`src/rtl/cond_unit.sv`:
```
// cond_unit: condition-evaluation stage between decode and the datapath strobes.
//
// Holds the architectural NZCV flags register, evaluates the 4-bit ARM condition field of each
// accepted instruction against the stored flags, and emits the gated write/branch strobes one
// cycle after issue.
//
// Optional feature macro: COND_STATS_EN
//   When defined, two saturating counters (exec_cnt_o, squash_cnt_o) are added that count
//   accepted instructions whose condition passed / failed. An illegal condition counts as a
//   squash. When undefined, the counters and their ports are absent.
//
// Parameters
//   CNT_W        width of the optional statistics counters
//
// Ports
//   clk          clock, all state on the rising edge
//   reset_n      asynchronous active-low reset
//   stall_i      hold: no flag update, output stage frozen, inputs ignored
//   in_valid_i   instruction presented this cycle
//   in_ready_o   combinational ~stall_i
//   cond_i       condition field (ARM encoding)
//   alu_flags_i  {N,Z,C,V} produced by the ALU for this instruction
//   flag_w_i     [1]: update N,Z  [0]: update C,V
//   reg_w_i      requested register write
//   mem_w_i      requested memory write
//   pc_src_i     requested PC redirect
//   out_valid_o  registered: an instruction was accepted last cycle
//   cond_ex_o    registered: its condition passed
//   reg_write_o  registered: reg_w_i & cond_ex
//   mem_write_o  registered: mem_w_i & cond_ex
//   pc_src_o     registered: pc_src_i & cond_ex
//   illegal_o    registered: cond_i == 4'b1111
//   flags_o      current stored {N,Z,C,V}
//   exec_cnt_o   (COND_STATS_EN) saturating count of executed instructions
//   squash_cnt_o (COND_STATS_EN) saturating count of squashed instructions

module cond_unit #(
  parameter int unsigned CNT_W = 16
) (
  input  logic             clk,
  input  logic             reset_n,
  input  logic             stall_i,
  input  logic             in_valid_i,
  output logic             in_ready_o,
  input  logic [3:0]       cond_i,
  input  logic [3:0]       alu_flags_i,
  input  logic [1:0]       flag_w_i,
  input  logic             reg_w_i,
  input  logic             mem_w_i,
  input  logic             pc_src_i,
  output logic             out_valid_o,
  output logic             cond_ex_o,
  output logic             reg_write_o,
  output logic             mem_write_o,
  output logic             pc_src_o,
  output logic             illegal_o,
  output logic [3:0]       flags_o
`ifdef COND_STATS_EN
  ,
  output logic [CNT_W-1:0] exec_cnt_o,
  output logic [CNT_W-1:0] squash_cnt_o
`endif
);

  // Condition-field encodings.
  typedef enum logic [3:0] {
    CondEq = 4'h0,
    CondNe = 4'h1,
    CondCs = 4'h2,
    CondCc = 4'h3,
    CondMi = 4'h4,
    CondPl = 4'h5,
    CondVs = 4'h6,
    CondVc = 4'h7,
    CondHi = 4'h8,
    CondLs = 4'h9,
    CondGe = 4'hA,
    CondLt = 4'hB,
    CondGt = 4'hC,
    CondLe = 4'hD,
    CondAl = 4'hE,
    CondNv = 4'hF
  } cond_e;

  logic [3:0] flags_q, flags_d;
  logic       flag_n, flag_z, flag_c, flag_v;
  logic       accept;
  logic       cond_pass;
  logic       cond_illegal;
  logic       exec;

  logic out_valid_q, out_valid_d;
  logic cond_ex_q,   cond_ex_d;
  logic reg_write_q, reg_write_d;
  logic mem_write_q, mem_write_d;
  logic pc_src_q,    pc_src_d;
  logic illegal_q,   illegal_d;

  assign in_ready_o = ~stall_i;
  assign accept     = in_valid_i & ~stall_i;

  assign {flag_n, flag_z, flag_c, flag_v} = flags_q;

  // Evaluated against the stored flags only; the ALU flags of this instruction never feed back
  // into its own condition.
  always_comb begin
    cond_pass    = 1'b0;
    cond_illegal = 1'b0;
    unique case (cond_e'(cond_i))
      CondEq: cond_pass = flag_z;
      CondNe: cond_pass = ~flag_z;
      CondCs: cond_pass = flag_c;
      CondCc: cond_pass = ~flag_c;
      CondMi: cond_pass = flag_n;
      CondPl: cond_pass = ~flag_n;
      CondVs: cond_pass = flag_v;
      CondVc: cond_pass = ~flag_v;
      CondHi: cond_pass = flag_c & ~flag_z;
      CondLs: cond_pass = ~flag_c | flag_z;
      CondGe: cond_pass = (flag_n == flag_v);
      CondLt: cond_pass = (flag_n != flag_v);
      CondGt: cond_pass = ~flag_z & (flag_n == flag_v);
      CondLe: cond_pass = flag_z | (flag_n != flag_v);
      CondAl: cond_pass = 1'b1;
      CondNv: begin
        cond_pass    = 1'b0;
        cond_illegal = 1'b1;
      end
      default: cond_pass = 1'b0;
    endcase
  end

  // An accepted instruction whose condition passed.
  assign exec = accept & cond_pass;

  // Flag update: N,Z and C,V are independently enabled, and only by an executing instruction.
  always_comb begin
    flags_d = flags_q;
    if (exec) begin
      if (flag_w_i[1]) begin
        flags_d[3:2] = alu_flags_i[3:2];
      end
      if (flag_w_i[0]) begin
        flags_d[1:0] = alu_flags_i[1:0];
      end
    end
  end

  // Output stage next state. A bubble (in_valid_i low) clears every strobe, so all strobes are
  // qualified by in_valid_i even though cond_pass alone would not be.
  always_comb begin
    out_valid_d = out_valid_q;
    cond_ex_d   = cond_ex_q;
    reg_write_d = reg_write_q;
    mem_write_d = mem_write_q;
    pc_src_d    = pc_src_q;
    illegal_d   = illegal_q;
    if (!stall_i) begin
      out_valid_d = in_valid_i;
      cond_ex_d   = in_valid_i & cond_pass;
      reg_write_d = in_valid_i & cond_pass & reg_w_i;
      mem_write_d = in_valid_i & cond_pass & mem_w_i;
      pc_src_d    = in_valid_i & cond_pass & pc_src_i;
      illegal_d   = in_valid_i & cond_illegal;
    end
  end

  always_ff @(posedge clk or negedge reset_n) begin
    if (!reset_n) begin
      flags_q     <= 4'b0000;
      out_valid_q <= 1'b0;
      cond_ex_q   <= 1'b0;
      reg_write_q <= 1'b0;
      mem_write_q <= 1'b0;
      pc_src_q    <= 1'b0;
      illegal_q   <= 1'b0;
    end else begin
      flags_q     <= flags_d;
      out_valid_q <= out_valid_d;
      cond_ex_q   <= cond_ex_d;
      reg_write_q <= reg_write_d;
      mem_write_q <= mem_write_d;
      pc_src_q    <= pc_src_d;
      illegal_q   <= illegal_d;
    end
  end

  assign flags_o     = flags_q;
  assign out_valid_o = out_valid_q;
  assign cond_ex_o   = cond_ex_q;
  assign reg_write_o = reg_write_q;
  assign mem_write_o = mem_write_q;
  assign pc_src_o    = pc_src_q;
  assign illegal_o   = illegal_q;

`ifdef COND_STATS_EN
  logic [CNT_W-1:0] exec_cnt_q,   exec_cnt_d;
  logic [CNT_W-1:0] squash_cnt_q, squash_cnt_d;

  // Both counters stick at all-ones rather than wrapping.
  always_comb begin
    exec_cnt_d   = exec_cnt_q;
    squash_cnt_d = squash_cnt_q;
    if (accept) begin
      if (cond_pass) begin
        if (exec_cnt_q != {CNT_W{1'b1}}) begin
          exec_cnt_d = exec_cnt_q + CNT_W'(1);
        end
      end else begin
        if (squash_cnt_q != {CNT_W{1'b1}}) begin
          squash_cnt_d = squash_cnt_q + CNT_W'(1);
        end
      end
    end
  end

  always_ff @(posedge clk or negedge reset_n) begin
    if (!reset_n) begin
      exec_cnt_q   <= '0;
      squash_cnt_q <= '0;
    end else begin
      exec_cnt_q   <= exec_cnt_d;
      squash_cnt_q <= squash_cnt_d;
    end
  end

  assign exec_cnt_o   = exec_cnt_q;
  assign squash_cnt_o = squash_cnt_q;
`endif

endmodule

```
`config.mk`:
```
export PLATFORM = sky130hd
export DESIGN_NAME = cond_unit
export DESIGN_NICKNAME = d
export VERILOG_FILES = /design/src/rtl/cond_unit.sv
export SDC_FILE = /design/constraint.sdc
export NUM_CORES = 1
export LEC_CHECK = 0
export CAP_MARGIN = 20
export CORE_MARGIN = 2
export CORE_UTILIZATION = 40
export CTS_BUF_LIST = sky130_fd_sc_hd__clkbuf_8
export DETAILED_ROUTE_END_ITERATION = 10
export PLACE_DENSITY = 0.78
export SLEW_MARGIN = 20
export SYNTH_ARGS = -nofsm -noshare
export SYNTH_HDL_FRONTEND = slang
export SYNTH_SLANG_ARGS = --single-unit
```
`constraint.sdc`:
```
create_clock -name clk -period 2.7 [get_ports clk]
set_input_delay 0.27 -clock clk [delete_from_list [all_inputs] [get_ports clk]]
set_output_delay 0.27 -clock clk [all_outputs]
set_load 0.02 [all_outputs]
```
# --- After elaboration in Yosys (flattened, before gate mapping) ---
# Index checks and enable logic that the tools add are counted.
totals:
  reg_bits: 10
  out_inout_bits: 11
classes:
  n_reduce_logical: 3
  n_mux: 2
  n_bitwise: 16
  n_eq_ne: 17
op_table:
  columns: ["cell", "count"]
  rows:
  - ["$eq A4 B4 Y1 const B", 8]
  - ["$eq A4 B3 Y1 const B", 4]
  - ["$pmux W1 S16", 1]
  - ["$and A1 B1 Y1", 9]
  - ["$eq A4 B2 Y1 const B", 2]
  - ["$not A1 Y1", 5]
  - ["$eq A4 B1 Y1 const B", 1]
  - ["$logic_not A4 Y1", 1]
  - ["$reduce_and A2 Y1", 2]
  - ["$or A1 B1 Y1", 2]
  - ["$eq A1 B1 Y1", 1]
  - ["$mux W1", 1]
  - ["$ne A1 B1 Y1", 1]

# --- Logic depth before layout (Yosys ltp) ---
# Gate-level depths: netlist of run 1.
depth:
  word_depth: 5
  mapped_depth: 6
  ltp_nobuf: 5

# --- Worst setup path before layout of run 1 ---
# No wires, ideal clock.
synth_timing:
  path_kind: "flip-flop to flip-flop"
  start: "reg flags_q[3], in the netlist flags_o[3]"
  end: "reg flags_q[0], in the netlist flags_o[0]"
  stages_incl_launch_ff: 6
  path_slack_ns: 0.816
  setup_time_ns: 0.125
  arrival_ns: 1.759
  t_required_ns: 2.575
  path_cell_list: "dfrtp_1 xnor2_1 xor2_1 and4_2 o311ai_2 mux2_2"
synth_via:
  elab_chain_len: 5
synth_lines:
  columns: ["item", "line", "source"]
  rows:
  - ["start, declared", "85", "logic [3:0] flags_q, flags_d;"]
  - ["start signal, assigned", "178", "flags_q <= flags_d;"]
  - ["$ne A1 B1 Y1 / $eq A1 B1 Y1 (equally long branches)", null, null]
  - ["$or A1 B1 Y1 / $and A1 B1 Y1 (equally long branches)", "123, 122", null]
  - ["$pmux W1 S16 *", "109", "unique case (cond_e'(cond_i))"]
  - ["$and A1 B1 Y1 *", "134", "assign exec = accept & cond_pass;"]
  - ["$reduce_and A2 Y1 (no source line) *", null, null]
# Mark *: on every way between the ends. The rest lies on a longest branch, timed or not.
# A chain may end at the register's enable or synchronous reset.

# --- Worst setup path after layout of run 1 ---
layout_timing:
  start: "in cond_i[0]"
  end: "reg flags_q[2], in the netlist flags_o[2]"
layout_via:
  elab_chain_len: 4
layout_lines:
  columns: ["item", "line", "source"]
  rows:
  - ["start, declared", "45", "input logic [3:0] cond_i,"]
  - ["$eq A4 B4 Y1, or another cell as far along", "109", null]
  - ["$pmux W1 S16 *", "109", null]
  - ["$and A1 B1 Y1 *", "134", null]
  - ["$reduce_and A2 Y1 (no source line) *", null, null]
# Marks and branches as above.

==> qor.yml, run 1 <==
max_freq_ghz: 0.4508
critPathKind: "input pin to flip-flop"
n_antenna_cell: 0
final_max_slew_viol_count: 0
ys.flop_type: "dfrtp_1"
grt_first_pass_wirelength_um: 2463
grt.total_usage_pct: 17.87
yosysTopAreaCell: "dfrtp_1"
initial_core_util_pct: 41.33
synth_edf_count: 0
rsz0062_at_grt: "false"
fp.dieW_um: 42.99
layout.cells.non_filler: 101
cts.sinks: 10
clk_latency_ns: 0.23
drc: 0
ir_drop_mv: 0.5102
chipHeight_um: 42.99
clock_skew_ns: 0.0009926
path_cells: "clkdlybuf4s50_1 -> nand2b_1 -> o32a_1 -> a311oi_2 -> o311ai_2 -> mux2_2"
fillers: 128
grt_max_degree: 14
io_buffers: 27
yosysWarnings: 0
status: "completed"
synth_cells: 56
setup_tns_ns: 0
cap_violations: 0
drt_iter0_drc: 12
syn_area_per_cell_um2: 10.86
ys_types: 29
wl_per_cell_um: 14.07
area_growth_pct: 54.32
drive_gt1_share_pct: 17.65
wirelength_um: 1421
hold_path_class: "input pin to async pin"
vias: 549
overflow: 0
fin_crit_sh_pct: 82.16
yosysSeqAreaShare_pct: 41.15
fin_crit_ns: 2.218
synth_commonest_cells: "dfrtp_1 (10), mux2_2 (4), nand2_1 (4)"
ys_ff_latch: 10
slowest_delay_ns: 0.64
finalHoldViolCount: 0
worstMarginPinSlew_ns: 0.4698
hold_buffers: 0
antenna_left: 0
cp-start-kind: "input pin"
placedCellCount: 98
cpMaxStageDelayCell: "clkdlybuf4s50_1"
layout.nets: 104
path_clk_slew_ns: 0.04
slew_headroom_pct: 68.58
syn_area_um2: 608.1
antenna_found_initial: 0
async_flop_share_pct: 100.0
crit_path_end_kind: "flip-flop"
yosysMostFrequentCell: "dfrtp_1"
crit_arrival_ns: 2.33
critPathRequiredTime_ns: 2.81
cts_root_buffer: "clkbuf_8"
yosys-top-cells-area: "dfrtp_1 (41%), o311ai_2 (8.0%), mux2_2 (7.4%)"
seq_area_um2: 250.2
cts_buffers: 3
via_per_inst: 5.436
htreeDepth: 1
cts_resized: 0
place_hpwl_um: 1045
startpoint: "cond_i[0]"
io_pins: 28
cts_tree: "built"
grt_pass1_vias: 519
clock_path_buffers: 2
std_cell_rows: 14
worst-path-max-fanout: 13
setup_violations: 0
r2r-start: "flags_o[3]$_DFFE_PN0P_"
p_per_area_nw_per_um2: 771.1
multi_input_area_um2: 337.8
leakage_nw: 0.3784
gp_congestion: 0.8047
dr.pass1.iters: 4
core_area_um2: 1471
cts_setup_buffers: 0
syn_nets: 73
die_area_um2: 1848
synth_top_area_share_pct: 41.15
## power by group
part	total (mW)	leakage, nW	switching [mW]	internal (mW)
Clock	0.149	0.0216	0.0523	0.0971
Combinational	0.337	0.229	0.157	0.181
Sequential	0.237	0.128	0.0460	0.191
Total	0.724	0.378	0.255	0.469
## worst max-delay path, delay by kind of cell
kind | cells | cell delay (ns)
simple gates | 1 | 0.26
mux | 1 | 0.29
compound gates | 3 | 0.87
buf+inv | 1 | 0.64
## sequential cells by signal, summed over array words and instances, names as in the netlist
| name | cells |
|---|---|
| flags_o | 4 |
| cond_ex_o | 1 |
| illegal_o | 1 |
| mem_write_o | 1 |
| out_valid_o | 1 |
| pc_src_o | 1 |
| reg_write_o | 1 |
## final cells by class
cell class,count,share of cell area (%)
Clock buffer,3,4.400
Sequential cell,10,26.67
Inverter,3,1.200
Tap cell,16,2.133
Multi-Input combinational cell,41,36.00
Timing Repair Buffer,28,29.60
## through the flow
stage	instance area, um2	power, mW	worst slack (ns)	hold WS (ns)	utilization [%]
finish	938.4	0.7236	0.4816	0.3657	63.78
global route	938.4	0.7692	0.3932	0.4117	63.78
CTS	938.4	0.7345	0.4851	0.3752	63.78
detailed placement	897.1	0.5758	0.2651	0.4735	60.97
global placement	897.1	0.5701	0.3286	0.4650	60.97
floorplan	608.1	0.4313	0.8160	-0.02559	-
## path summary, 6_finish.rpt
path,to,slack (ns),cells past startpoint
max,flags_o[2]$_DFFE_PN0P_,0.48,6
min,flags_o[2]$_DFFE_PN0P_,0.37,1
max in group asynchronous,cond_ex_o$_DFFE_PN0N_,2.02,1
max reg2reg,flags_o[1]$_DFFE_PN0P_,0.72,5
min reg2reg,illegal_o$_DFFE_PN0N_,0.48,2
min in group clk,illegal_o$_DFFE_PN0N_,0.48,2
## placed cells by master (no fill, tap or decap), drive strengths merged, types with 2 or more instances in the layout
cell type      netlist  routed
clkdlybuf4s50        0      27
dfrtp               10      10
nand2                4       4
mux2                 4       4
inv                  3       3
o311ai               3       3
a32o                 3       3
clkbuf               1       3
o21ai                3       3
xor2                 2       2
a21oi                2       2
nor2                 2       2
nand2b               2       2
nand3                2       2
## metal layers
layer	vias up	part of all wire (%)	global-route usage, %
met3	0	7.3	7.234
met4	0	0	3.636
met5	-	0	0
met1	255	41	21.54
li1	272	-	-
met2	22	52	30.00
## kinds of logic (layout without fill, tap and decap cells)
logic type                Yosys count  count (layout)  synth area share (%)
AOI/OAI and AO/OA                  15              15                 24.07
xor gates and xnor gates            3               3                 4.322
buffers and inverters               5              34                 3.291
DFF                                10              10                 41.15
muxes                               5               5                 9.053
and+or+nand+nor                    18              18                 18.11
Power figures use the tool's default switching activity.
==> run 2: changes to the inputs <==
Settings changed: CORE_UTILIZATION 40 to 37, PLACE_DENSITY 0.78 to 0.76.
Clock period 2.7 ns to 1.8 ns, I/O delays scaled along.
==> run 2 against run 1 <==
Against the previous run:
- the flow now finishes with violations (setup timing)
- first-iteration DRC count is 25% higher
- clock skew is 0.0015 ns higher
- sequential power is 57% higher
- setup slack worse by 0.53 ns
- global-route usage rose by 0.50 points
- highest routed layer unchanged
==> qor.yml, run 2 (synthesis gave the netlist of run 1 again) <==
n_antenna_cell: 0
fp.dieW_um: 44.54
final_common_cell: "clkdlybuf4s50_1"
power_mw: 1.236
vias: 588
clock_path_buffers: 2
drt_iter0_drc: 15
clock_skew_ns: 0.002456
place_hpwl_um: 1304
wl_per_cell_um: 13.82
cts_root_buffer: "clkbuf_8"
status: "finished, violations left"
dr.pass1.iters: 4
hold_path_class: "input pin to async pin"
grt_first_pass_wirelength_um: 2635
critPathRequiredTime_ns: 1.92
r2r-start: "flags_o[1]$_DFFE_PN0P_"
area_growth_pct: 75.51
layout.nets: 113
violations: "setup timing"
rsz0062_at_grt: "true"
final_max_slew_viol_count: 0
cp-start-kind: "flip-flop"
clk_latency_ns: 0.23
gp_congestion: 0.8230
std_cell_rows: 14
die_area_um2: 1984
largest_reg_flops: 4
critPathKind: "flip-flop to flip-flop"
cap_violations: 0
via_per_inst: 5.297
reg2reg_slack_ns: -0.05
slowest_delay_ns: 0.43
drive_gt1_share_pct: 29.47
fillers: 126
ir_drop_mv: 0.8506
initial_core_util_pct: 39.90
mostFrequentLayoutCells: "clkdlybuf4s50_1 (23), buf_4 (10), dfrtp_1 (8)"
cpMaxStageDelayCell: "dfrtp_1"
startpoint: "flags_o[1]$_DFFE_PN0P_"
chipHeight_um: 44.54
core_area_um2: 1524
place_ws_ns: -0.3505
grt_pass1_vias: 623
fin_crit_ns: 1.847
antenna_found_initial: 0
leakage_nw: 0.4481
antenna_left: 0
crit_path_end_kind: "flip-flop"
p_per_area_nw_per_um2: 1158
overflow: 0
fin_crit_sh_pct: 102.6
cp-endpoint: "flags_o[0]$_DFFE_PN0P_"
grt.total_usage_pct: 18.37
cts.sinks: 10
wirelength_um: 1534
crit_arrival_ns: 1.96
slew_headroom_pct: 69.37
cts_setup_buffers: 0
fin_ws_ns: -0.04725
worst-path-max-fanout: 6
path_cells: "nand2b_1 -> o32a_1 -> a311oi_4 -> o311ai_4 -> mux2_2"
cts_buffers: 3
htreeDepth: 1
cts_tree: "built"
r2r-end: "flags_o[0]$_DFFE_PN0P_"
worstMarginPinSlew_ns: 0.4594
max_freq_ghz: 0.5413
finalHoldViolCount: 0
path_clk_slew_ns: 0.05
grt_max_degree: 11
setup_violations: 4
io_buffers: 27
drc: 0
io_pins: 28
r2r_cells: 5
-- run 2: layout make-up --
| type | count | area (um2) | share of cell area [%] |
|---|---|---|---|
| repair buffers | 37 | 340.3 | 31.89 |
| multi-input cells | 41 | 387.9 | 36.34 |
| well taps | 16 | 20.02 | 1.876 |
| flip-flops and latches | 10 | 252.7 | 23.68 |
| clock buffers | 4 | 55.05 | 5.158 |
| inverters | 3 | 11.26 | 1.055 |
-- run 2: worst min-delay path by stage --
stage,end,cells after the start,from,slack [ns]
2_1_floorplan,cond_ex_o$_DFFE_PN0N_,0,reset_n,-0.12
3_3_place_gp,out_valid_o$_DFFE_PN0N_,2,out_valid_o$_DFFE_PN0N_,0.46
5_1_grt,mem_write_o$_DFFE_PN0N_,1,reset_n,0.29
4_1_cts,mem_write_o$_DFFE_PN0N_,1,reset_n,0.27
3_5_place_dp,mem_write_o$_DFFE_PN0N_,1,mem_write_o$_DFFE_PN0N_,0.48
6_report,mem_write_o$_DFFE_PN0N_,1,reset_n,0.26
-- run 2: power by group --
group	switching, mW	total (mW)	internal (mW)
logic	0.265	0.586	0.320
registers	0.0806	0.371	0.291
clock network	0.0873	0.279	0.192
-- run 2: timing repair --
item	in CTS	in global routing
gates resized for setup	5	0
endpoints found under the setup margin	7	8
pin swaps	5	1
hold buffers	0	0
endpoints found under the hold margin	0	0
-- run 2: worst max-delay path: cells and delay by family, from the launching register on --
family,cells,cell delay [ns]
AOI/OAI and AO/OA,3,0.92
and+or+nand+nor,1,0.08
muxes,1,0.30
DFF,1,0.43
-- run 2: routing by layer --
layer  global-route usage (%)  share of wire, %  wire length [um]  up-vias
met5                        0                 0                 0        -
met4                    3.636                 0                 0        0
met3                    5.306               5.9                90        0
met2                    32.75                54               821       19
met1                    21.74                40               621      274
li1                         -                 -                 -      295
-- run 2: per-stage QoR --
step	TNS [ns]	hold slack, ns	util, %	instance area [um2]	std cells
final	-0.1707	0.2585	70.03	1067	111
after global routing	-0.7367	0.2922	70.03	1067	111
after CTS	-0.2524	0.2719	70.03	1067	111
after detailed placement	-2.550	0.4785	66.09	1007	107
after global placement	-2.268	0.4619	66.09	1007	107
after floorplan	0	-0.1156	-	650.6	56
